$ cat src/rtl/spi_bus_scheduler.sv
// spi_bus_scheduler: shares one SPI bus between a preamp gain engine and a periodic ADC engine.
// The preamp is always configured first after reset, and the ADC is sampled on a free-running timer.
module spi_bus_scheduler #(
  parameter int SAMPLE_DIV = 1000,
  parameter int TIMEOUT = 255
) (
  input  logic        clk,
  input  logic        reset_n,
  input  logic [7:0]  gain_in,
  input  logic        gain_wr,
  output logic        amp_start,
  input  logic        amp_done,
  input  logic        amp_sck,
  input  logic        amp_mosi,
  input  logic        amp_cs_n,
  output logic [7:0]  gain_out,
  output logic        adc_start,
  input  logic        adc_done,
  input  logic        adc_sck,
  input  logic        adc_conv,
  input  logic [15:0] adc_sample,
  output logic        spi_sck,
  output logic        spi_mosi,
  output logic        amp_cs_n_o,
  output logic        ad_conv_o,
  output logic [15:0] sample_out,
  output logic        sample_valid,
  output logic        busy,
  output logic        overrun,
  output logic        timeout_err
);
  localparam int WW = $clog2(TIMEOUT + 1);
  typedef enum logic [2:0] {AMP_START, AMP_WAIT, IDLE, ADC_START, ADC_WAIT} state_t;
  state_t state, state_nx;
  logic [7:0] gain_sh;
  logic amp_pending, adc_pending, timer_on;
  logic [15:0] timer;
  logic [WW-1:0] wait_cnt;
  logic wrap, waiting, expired, done_now, amp_own, adc_own;
  assign wrap = timer_on && timer == 16'(SAMPLE_DIV - 1);
  assign waiting = state == AMP_WAIT || state == ADC_WAIT;
  assign expired = wait_cnt == WW'(TIMEOUT);
  assign done_now = state == AMP_WAIT ? amp_done : adc_done;
  assign amp_own = state == AMP_START || state == AMP_WAIT;
  assign adc_own = state == ADC_START || state == ADC_WAIT;
  assign busy = state != IDLE;
  always_comb begin
    state_nx = state;
    case (state)
      AMP_START: state_nx = AMP_WAIT;
      AMP_WAIT:  state_nx = (amp_done || expired) ? IDLE : AMP_WAIT;
      IDLE:      state_nx = amp_pending ? AMP_START : adc_pending ? ADC_START : IDLE;
      ADC_START: state_nx = ADC_WAIT;
      ADC_WAIT:  state_nx = (adc_done || expired) ? IDLE : ADC_WAIT;
      default:   state_nx = AMP_START;
    endcase
  end
  always_ff @(posedge clk or negedge reset_n) begin
    if (!reset_n) begin
      state <= AMP_START;
      gain_sh <= 8'h00;
      gain_out <= 8'h00;
      amp_pending <= 1'b0;
      adc_pending <= 1'b0;
      timer_on <= 1'b0;
      timer <= 16'h0000;
      wait_cnt <= '0;
      overrun <= 1'b0;
      timeout_err <= 1'b0;
      amp_start <= 1'b0;
      adc_start <= 1'b0;
      sample_out <= 16'h0000;
      sample_valid <= 1'b0;
    end else begin
      state <= state_nx;
      gain_sh <= gain_wr ? gain_in : gain_sh;
      gain_out <= state == AMP_START ? gain_sh : gain_out;
      // a write landing in AMP_START must not be lost, so set beats clear
      amp_pending <= gain_wr ? 1'b1 : state == AMP_START ? 1'b0 : amp_pending;
      adc_pending <= (wrap && !adc_own) ? 1'b1 : state == ADC_START ? 1'b0 : adc_pending;
      timer_on <= timer_on | (state == AMP_WAIT && amp_done);
      timer <= (!timer_on || wrap) ? 16'h0000 : timer + 16'd1;
      wait_cnt <= waiting ? wait_cnt + 1'b1 : '0;
      overrun <= overrun | (wrap && (adc_pending || adc_own));
      timeout_err <= timeout_err | (waiting && expired && !done_now);
      amp_start <= state == AMP_START;
      adc_start <= state == ADC_START;
      sample_out <= (state == ADC_WAIT && adc_done) ? adc_sample : sample_out;
      sample_valid <= state == ADC_WAIT && adc_done;
    end
  end
  // bus mux is registered; async reset leaves both devices deselected
  always_ff @(posedge clk or negedge reset_n) begin
    if (!reset_n) begin
      spi_sck <= 1'b0;
      spi_mosi <= 1'b0;
      amp_cs_n_o <= 1'b1;
      ad_conv_o <= 1'b0;
    end else begin
      spi_sck <= amp_own ? amp_sck : adc_own & adc_sck;
      spi_mosi <= amp_own & amp_mosi;
      amp_cs_n_o <= amp_own ? amp_cs_n : 1'b1;
      ad_conv_o <= adc_own & adc_conv;
    end
  end
endmodule

$ cat config.mk
export PLATFORM = sky130hd
export DESIGN_NAME = spi_bus_scheduler
export DESIGN_NICKNAME = d
export VERILOG_FILES = /design/src/rtl/spi_bus_scheduler.sv
export SDC_FILE = /design/constraint.sdc
export NUM_CORES = 1
export LEC_CHECK = 0
export BUFFER_PORTS_ARGS = -buffer_cell sky130_fd_sc_hd__buf_2
export CORE_ASPECT_RATIO = 1.75
export CORE_MARGIN = 2
export CORE_UTILIZATION = 35
export DETAILED_ROUTE_END_ITERATION = 10
export GPL_ROUTABILITY_DRIVEN = 0
export SYNTH_ARGS = -nofsm -noshare
export SYNTH_HDL_FRONTEND = slang
export SYNTH_SLANG_ARGS = --single-unit
$ cat constraint.sdc
create_clock -name clk -period 2 [get_ports clk]
set_input_delay 0 -clock clk [delete_from_list [all_inputs] [get_ports clk]]
set_output_delay 0 -clock clk [all_outputs]
set_load 0.05 [all_outputs]
; ---- After elaboration in Yosys (flattened, before gate mapping)
; Index checks and enable logic that the tools add are counted.
[classes]
add_sub_neg = 2
eq_ne = 7
mux = 14
n_bitwise = 6
reduce_logical = 20
[ops]
columns = operator, count
row1 = adder 16 x 1 -> 16 bit (second input constant), 1
row2 = equality test 16 x 10 -> 1 bit (second input constant), 1
row3 = 2-to-1 mux 16 bit, 1
row4 = case mux 3 bit (5 select lines), 1
row5 = adder 8 x 1 -> 8 bit (second input constant), 1
row6 = equality test 8 bit (second input constant), 1
row7 = 2-to-1 mux 1 bit, 8
row8 = 2-to-1 mux 8 bit, 1
row9 = logical AND 1 bit, 7
row10 = logical OR 1 bit, 7
row11 = equality test 3 x 2 -> 1 bit (second input constant), 2
row12 = 2-to-1 mux 2 bit, 2
row13 = nonzero test 2 bit, 2
row14 = AND 1 bit, 3
row15 = equality test 3 x 1 -> 1 bit (second input constant), 1
row16 = equality test 3 bit (second input constant), 1
row17 = logical NOT 1 bit, 3
row18 = logical NOT 3 bit, 1
row19 = 2-to-1 mux 3 bit, 1
row20 = inequality test 3 x 2 -> 1 bit (second input constant), 1
row21 = bitwise OR 1 bit, 3
[totals]
regBits = 71
inputBits = 34
out_inout_bits = 34
word_cells = 67

; ---- Depth between registers and ports, before layout
; Gate-level depths: netlist of run 1.
[logic_depth]
word_depth = 5
ltp_mapped = 7
mapped_depth_nobuf = 5

; ---- Worst setup path after synthesis of run 1
; Ideal clock, no wire load.
[synth_path]
path_kind = register -> register
start = reg timer[4]
end = reg timer[12]
setup_time_ps = 119
arrival_ps = 1608
required_ps = 1881
slack_ps = 273
stages_incl_launch_ff = 7
path_buffers = 2
synth_period_minus_slack_ps = 1727
cell_sequence = dfrtp_1 -> or4_1 -> nor4_2 -> nand2b_1 -> buf_6 -> buf_12 -> nor2_1
[synth_via]
elab_chain_cells = 4
word_cells_on_any_way = 5
[synth_rtl]
columns = item, line_no
row1 = "start, declared", 37  ; logic [15:0] timer;
row2 = "start signal, assigned", 82  ; timer <= (!timer_on || wrap) ? 16'h0000 : timer + 16'd1;
row3 = "parallel branches: the longest is 3 deep, another holds adder 16 x 1 -> 16 bit", --
row4 = 2-to-1 mux 16 bit *, 82
; Every way passes the cells marked *.
; A chain may end at the register's enable or synchronous reset.

; ---- Worst setup path after layout of run 1
[layout_path]
start = reg timer[4]
end = reg timer[4]
; The elaborated chain is that of the path after synthesis.

==> metrics.md, run 1 <==
| Metric | Value |
|---|---|
| Worst VDD drop | `0.633 mV` |
| Post-DP HPWL | `4.29 mm` |
| Post-synth net total | `273` |
| R2R Setup Slk | `190 ps` |
| Final worst path period need | `1810 ps` |
| Die H | `126 um` |
| Fmax | `552 MHz` |
| Sequential fraction of the synthesis area | `59.8%` |
| Post-CTS Setup Inserts | `0` |
| Clk_lat worst skew | `330 ps` |
| Arr. time, crit path | `2030 ps` |
| ANT nets after route | `0` |
| Area growth syn-to-layout | `36.4%` |
| Clock sinks | `71` |
| # DRC | `0` |
| Drt first pass iters | `4` |
| Slowest cell on crit path | `or4_1` |
| Num CTS Buffers | `9` |
| Slowest stage delay, CP | `560 ps` |
| Grt total ovfl | `0` |
| Final Cycle Share | `90.5%` |
| Crit path kind | `flip-flop to flip-flop` |
| Vias per cell | `4.87` |
| Hold crit path type | `input pin to flip-flop` |
| Worst path required time | `2220 ps` |
| Initial antenna violation count | `0` |
| Mapped Area | `0.00297 mm2` |
| Vias in the first global route | `2198` |
| Die X-Extent | `73.7 um` |
| Syn Area/Cell | `12.5 um2` |
| Routed WL per cell | `14.0 um` |
| Most frequent cells in the layout | `dfrtp_1, buf_2, mux2_2` |
| Ys Warns | `0` |
| Routed via count | `2159` |
| Synth Register Bits | `71` |
| Largest net degree at the start of global routing | `72` |
| Share of layout cells above drive strength 1 | `37.0%` |
| Post-synth EDFFs | `0` |
| Worst-path fanout max | `16` |
| Synth area leaders | `dfrtp_1, mux2_2, nor2_1, xnor2_1, xor2_1` |
| CTS tree | `done` |
| Hold Violations, Final | `0` |
| Worst slew pin tran | `460 ps` |
| IO buf count | `67` |
| CTS max path bufs | `2` |
| Number of DRC markers in iteration 0 | `135` |
| Area of the multi-input gates | `0.00112 mm2` |
| Max-slew violations | `0` |
| Static Leak | `1.88 nW` |
| First-pass GRT wire length | `10.2 mm` |
| Post-synth top flop | `dfrtp_1` |
| Core Box Area | `0.00826 mm2` |
| Register area | `0.00178 mm2` |
| Total die area | `0.00928 mm2` |
| Nets | `382` |
| Site Rows | `44` |
| Total Routing Usage GR | `14.6%` |
| Synth unique cells | `42` |
| Post-synth top area cell | `dfrtp_1` |
| Filler cells | `734` |
| Clk root buf | `clkbuf_16` |
| Status | `completed` |
| Startpoint types | `flip-flop` |
| CTS resizes | `0` |
| Commonest non-fill, non-tap cell in the layout | `dfrtp_1` |
| IO Pins | `68` |
| Async S/R FF share, synth | `100%` |
| Pwr Density | `1510 mW/mm2` |
| Sum Neg Setup Slack | `0 ps` |
| Antenna Cells | `0` |
| Hold buffer count at cts | `31` |
| Top-area cell type share of the netlist area | `58.9%` |
| Power Total | `0.00611 W` |
| Starting Density | `36.0%` |
| WL final | `6.22 mm` |
| Setup Skew | `5.08 ps` |
| Cell breakdown of the critical path | `or4_1 > nor4_2 > nand2b_1 > buf_12 > nor2_1` |
| Critical path endpoint category | `flip-flop` |
| H-tree lvl count | `3` |
| Max-slew headroom | `69.1%` |
| Setup Viol. Count Final | `0` |
| CTS clk-pin slew, worst paths | `50 ps` |
| RSZ-0062 raised after global routing | `no` |
| Post-Syn Instances | `237` |
| Max-cap violations | `0` |
final timing paths:
| path | from | end | cells after the start |
|---|---|---|---|
| worst max-delay path | timer[4] | timer[4] | 5 |
| worst min-delay path | gain_wr | amp_pending | 2 |
| worst max register to register | timer[4] | timer[4] | 5 |
| worst min register to register | timer[0] | timer[0] | 1 |
| max in group asynchronous | reset_n | amp_cs_n_o | 3 |
| min in group asynchronous | reset_n | timer[5] | 3 |
synth_stat cells (2+ instances only):
master    count
and2_1        4
buf_2         2
nor2b_1       3
o21ai_0       2
nor3_1        5
nand4_1       6
dfrtp_1      70
nand2b_1      6
inv_1         5
o21a_1        2
nor4_1        4
o21bai_1      2
nand2_1      12
ha_1          2
a21oi_1       3
or3_1         2
clkbuf_1      3
xor2_1        8
xnor2_1      11
nor2_1       28
mux2_2       32
nand3_1       5
sequential cells by signal, indices dropped and copies added (netlist names):
name	count
overrun	1
amp_start	1
timeout_err	1
sample_out	16
amp_pending	1
ad_conv_o	1
spi_mosi	1
spi_sck	1
gain_out	8
wait_cnt	8
adc_pending	1
amp_cs_n_o	1
timer_on	1
timer	16
adc_start	1
state	3
sample_valid	1
gain_sh	8
worst max-delay path, delay by kind of cell (launching register included):
kind	cells	cell delay, ps
buffers and inverters	1	150
and+or+nand+nor	4	1100
DFF	1	430
kinds of logic (layout without fill, tap and decap cells):
| group | Yosys count | after routing | share of synthesized area, % |
|---|---|---|---|
| multiplexers | 32 | 32 | 12.1 |
| AO/OA/AOI/OAI | 17 | 17 | 4.00 |
| flip-flops | 71 | 71 | 59.8 |
| XOR/XNOR | 19 | 19 | 5.60 |
| AND/OR/NAND/NOR | 83 | 83 | 15.0 |
| adder cells (fa/ha/maj) | 2 | 2 | 0.841 |
| buffers and inverters | 13 | 127 | 2.65 |
routing by layer:
layer / vias up / wire (um) / track usage [%]
met5: - / 0 / 0
met4: 0 / 219 / 9.84
met3: 16 / 170 / 3.12
met2: 41 / 3440 / 24.8
met1: 1068 / 2380 / 15.7
li1: 1034 / - / -
cell type report:
type	instances	area share [%]
clock buffer	9	5.55
multi-input combinational	153	27.5
timing repair buffer	106	18.0
inverter	5	0.463
clock inverter	7	1.79
tap	92	2.84
sequential	71	43.8
stage by stage:
step           std cells  utilization (%)  hold WS [ps]  cell area [um2]  worst slack [ps]
2_1_floorplan        237                -          -296             2970               273
3_3_place_gp         396             41.8          52.0             3450               263
3_5_place_dp         396             41.8          53.4             3450               199
4_1_cts              443             49.1          52.6             4060               181
5_1_grt              443             49.1          71.0             4060              48.6
6_report             443             49.1          58.1             4060               190
power breakdown:
part           internal (W)  total, W  switching [W]  leakage (nW)
combinational      0.000774   0.00243        0.00165         0.844
sequential          0.00186   0.00210       0.000241         0.896
clock              0.000966   0.00158       0.000613         0.142
(Power assumes the default switching activity.)
==> run 2, diff against run 1 <==
- clock period: 2 -> 1.6 ns (I/O delays scaled with it)
==> run 2 against run 1 <==
The run now ends with setup timing left. Sequential power is 25% higher. Highest routed layer unchanged. Largest cell class unchanged. Via count is 3.7% higher. Worst hold slack worse by 1.9 ps. Final area is 6.0% higher. First-iteration DRC count is 39% lower. Combinational power is 35% higher.
==> metrics.md, run 2 (synthesis gave the netlist of run 1 again) <==
| Metric | Value |
|---|---|
| Final Cycle Share | `101% (+11 points)` |
| Antenna Cells | `0 (unchanged)` |
| Site Rows | `44 (unchanged)` |
| RSZ-0062 raised after global routing | `yes` |
| Grt total ovfl | `0 (unchanged)` |
| Clock sinks | `71 (unchanged)` |
| Clk root buf | `clkbuf_16` |
| Worst-path fanout max | `8 (-8)` |
| Regs by FF count | `sample_out x16, timer x16` |
| Area growth syn-to-layout | `44.7%` |
| Register share of total power | `33.3% (-1.1 points)` |
| ANT nets after route | `0 (unchanged)` |
| Worst Hold End | `amp_pending` |
| Commonest non-fill, non-tap cell in the layout | `dfrtp_1` |
| Max-cap violations | `0 (unchanged)` |
| IO Pins | `68 (unchanged)` |
| Worst VDD drop | `1.29 mV (+100%)` |
| Combinational share of power | `41.5% (+1.8 points)` |
| R2R Setup Slk | `-20 ps (-210 ps)` |
| Status | `finished with violations` |
| FF-to-FF Start | `timer[15]` |
| R2R depth | `5 (unchanged)` |
| # DRC | `0 (unchanged)` |
| Total Routing Usage GR | `14.4% (-0.18 points)` |
| Switch share | `40.0% (-1.1 points)` |
| Fmax | `619 MHz (+12%)` |
| Power share of the clock group | `25.2% (-0.6 points)` |
| Most frequent cells in the layout | `dfrtp_1, buf_2, mux2_2` |
| Hold Startpoint | `gain_wr` |
| Final non-filler cell area | `0.00430 mm2 (+6.0%)` |
| H-tree lvl count | `3 (unchanged)` |
| Starting Density | `36.0% (unchanged)` |
| Worst slew pin tran | `394 ps (-65.7 ps)` |
| Max-slew headroom | `73.7% (+4.6 points)` |
| Place WS | `3.41 ps (-196 ps)` |
| Static Leak | `2.00 nW (+6.1%)` |
| Setup Skew | `6.45 ps (+1.37 ps)` |
| Drt first pass iters | `4 (unchanged)` |
| Routed WL per cell | `14.2 um (+1.2%)` |
| Clk_lat worst skew | `330 ps (about the same)` |
| CTS clk-pin slew, worst paths | `60 ps (about the same)` |
| Hold path depth | `2 (unchanged)` |
| Critical path endpoint category | `flip-flop` |
| Initial antenna violation count | `0 (unchanged)` |
| WL final | `6.53 mm (+5.0%)` |
| Hold Violations, Final | `0 (unchanged)` |
| Max-slew violations | `0 (unchanged)` |
| Nets | `400 (+4.7%)` |
| Largest net degree at the start of global routing | `72 (unchanged)` |
| Vias in the first global route | `2282 (+3.8%)` |
| Number of DRC markers in iteration 0 | `82 (-39%)` |
| Die H | `126 um (unchanged)` |
| FF-to-FF End | `timer[8]` |
| Die X-Extent | `73.7 um (unchanged)` |
| Total die area | `0.00928 mm2 (unchanged)` |
| IO buf count | `67 (unchanged)` |
| P_int | `0.00472 W (+31%)` |
| Startpoint types | `flip-flop` |
| Crit path kind | `flip-flop to flip-flop` |
| Vias per cell | `4.87 (-0.13%)` |
| Routed via count | `2239 (+3.7%)` |
| Placed instance area | `0.00357 mm2 (+3.6%)` |
| Hold crit path type | `input pin to flip-flop` |
| Worst path required time | `1820 ps (-400 ps)` |
| Switch Pwr | `0.00315 W (+25%)` |
| Post-DP HPWL | `4.19 mm (-2.2%)` |
| Arr. time, crit path | `1840 ps (-190 ps)` |
| Core Box Area | `0.00826 mm2 (unchanged)` |
| First-pass GRT wire length | `10.2 mm (-0.33%)` |
| Num CTS Buffers | `9 (unchanged)` |
| CTS max path bufs | `2 (unchanged)` |
| Share of layout cells above drive strength 1 | `44.0% (+7.0 points)` |
| Setup Viol. Count Final | `14 (+14)` |
| Final worst path period need | `1620 ps (-193 ps)` |
| Pwr Density | `1830 mW/mm2 (+21%)` |
| Violated checks | `setup timing` |
| Final worst slack | `-16.7 ps (-207 ps)` |
| CTS tree | `done` |
| Filler cells | `708 (-3.5%)` |
## run 2: cell type report
class | instances | area, um2 | area share (%)
clock buffers | 11 | 253 | 5.87
well taps | 92 | 115 | 2.68
inverters | 5 | 18.8 | 0.436
multi-input cells | 153 | 1210 | 28.1
clock inverters | 4 | 45.0 | 1.05
flip-flops and latches | 71 | 1780 | 41.3
repair buffers | 124 | 886 | 20.6
## run 2: worst max-delay path by stage
stage,endpoint,depth (start not counted),start
after global routing,timer[10],5,timer[15]
after CTS,overrun,6,timer[15]
after detailed placement,timer[6],5,timer[15]
after floorplan,timer[14],6,timer[3]
final,timer[8],5,timer[15]
after global placement,timer[6],5,timer[15]
## run 2: power by group through the flow
| stage | sequential [W] | clock, W | combinational, W |
|---|---|---|---|
| after CTS | 0.00262 | 0.00203 | 0.00324 |
| after global routing | 0.00268 | 0.00210 | 0.00348 |
| after floorplan | 0.00387 | 0 | 0.00104 |
| after global placement | 0.00263 | 0 | 0.00312 |
| after detailed placement | 0.00265 | 0 | 0.00315 |
| final | 0.00262 | 0.00198 | 0.00327 |
## run 2: through the flow
step	total power [W]	instances	TNS (ps)	hold slack, ps	utilization, %
after floorplan	0.00491	237	-427	-296	-
after global placement	0.00574	411	0	53.6	43.3
after detailed placement	0.00580	411	0	60.7	43.3
after CTS	0.00789	460	0	49.0	51.4
after global routing	0.00825	460	-1100	72.8	52.1
final	0.00787	460	-123	56.1	52.1
## run 2: layer usage
layer  vias up  track usage, %  routed length [um]
met3        11            4.00                 229
met1      1095            14.9                2460
li1       1076               -                   -
met5         -               0                   0
met4         0            7.17                 167
met2        57            25.7                3670
## run 2: critical path: stages (launching register included)
cell	delay (ps)
dfrtp_1	380
or4_4	550
nor4_4	170
nand2b_4	220
buf_16	150
nor2_1	40
## run 2: repair_timing
item | CTS | global route
hold endpoints to repair | 100 | 0
endpoints found under the setup margin | 16 | 18
hold buffers | 31 | 0
gates resized for setup | 4 | 14
setup buffers | 2 | 1
pin swaps | 0 | 2
cloned | 1 | 0
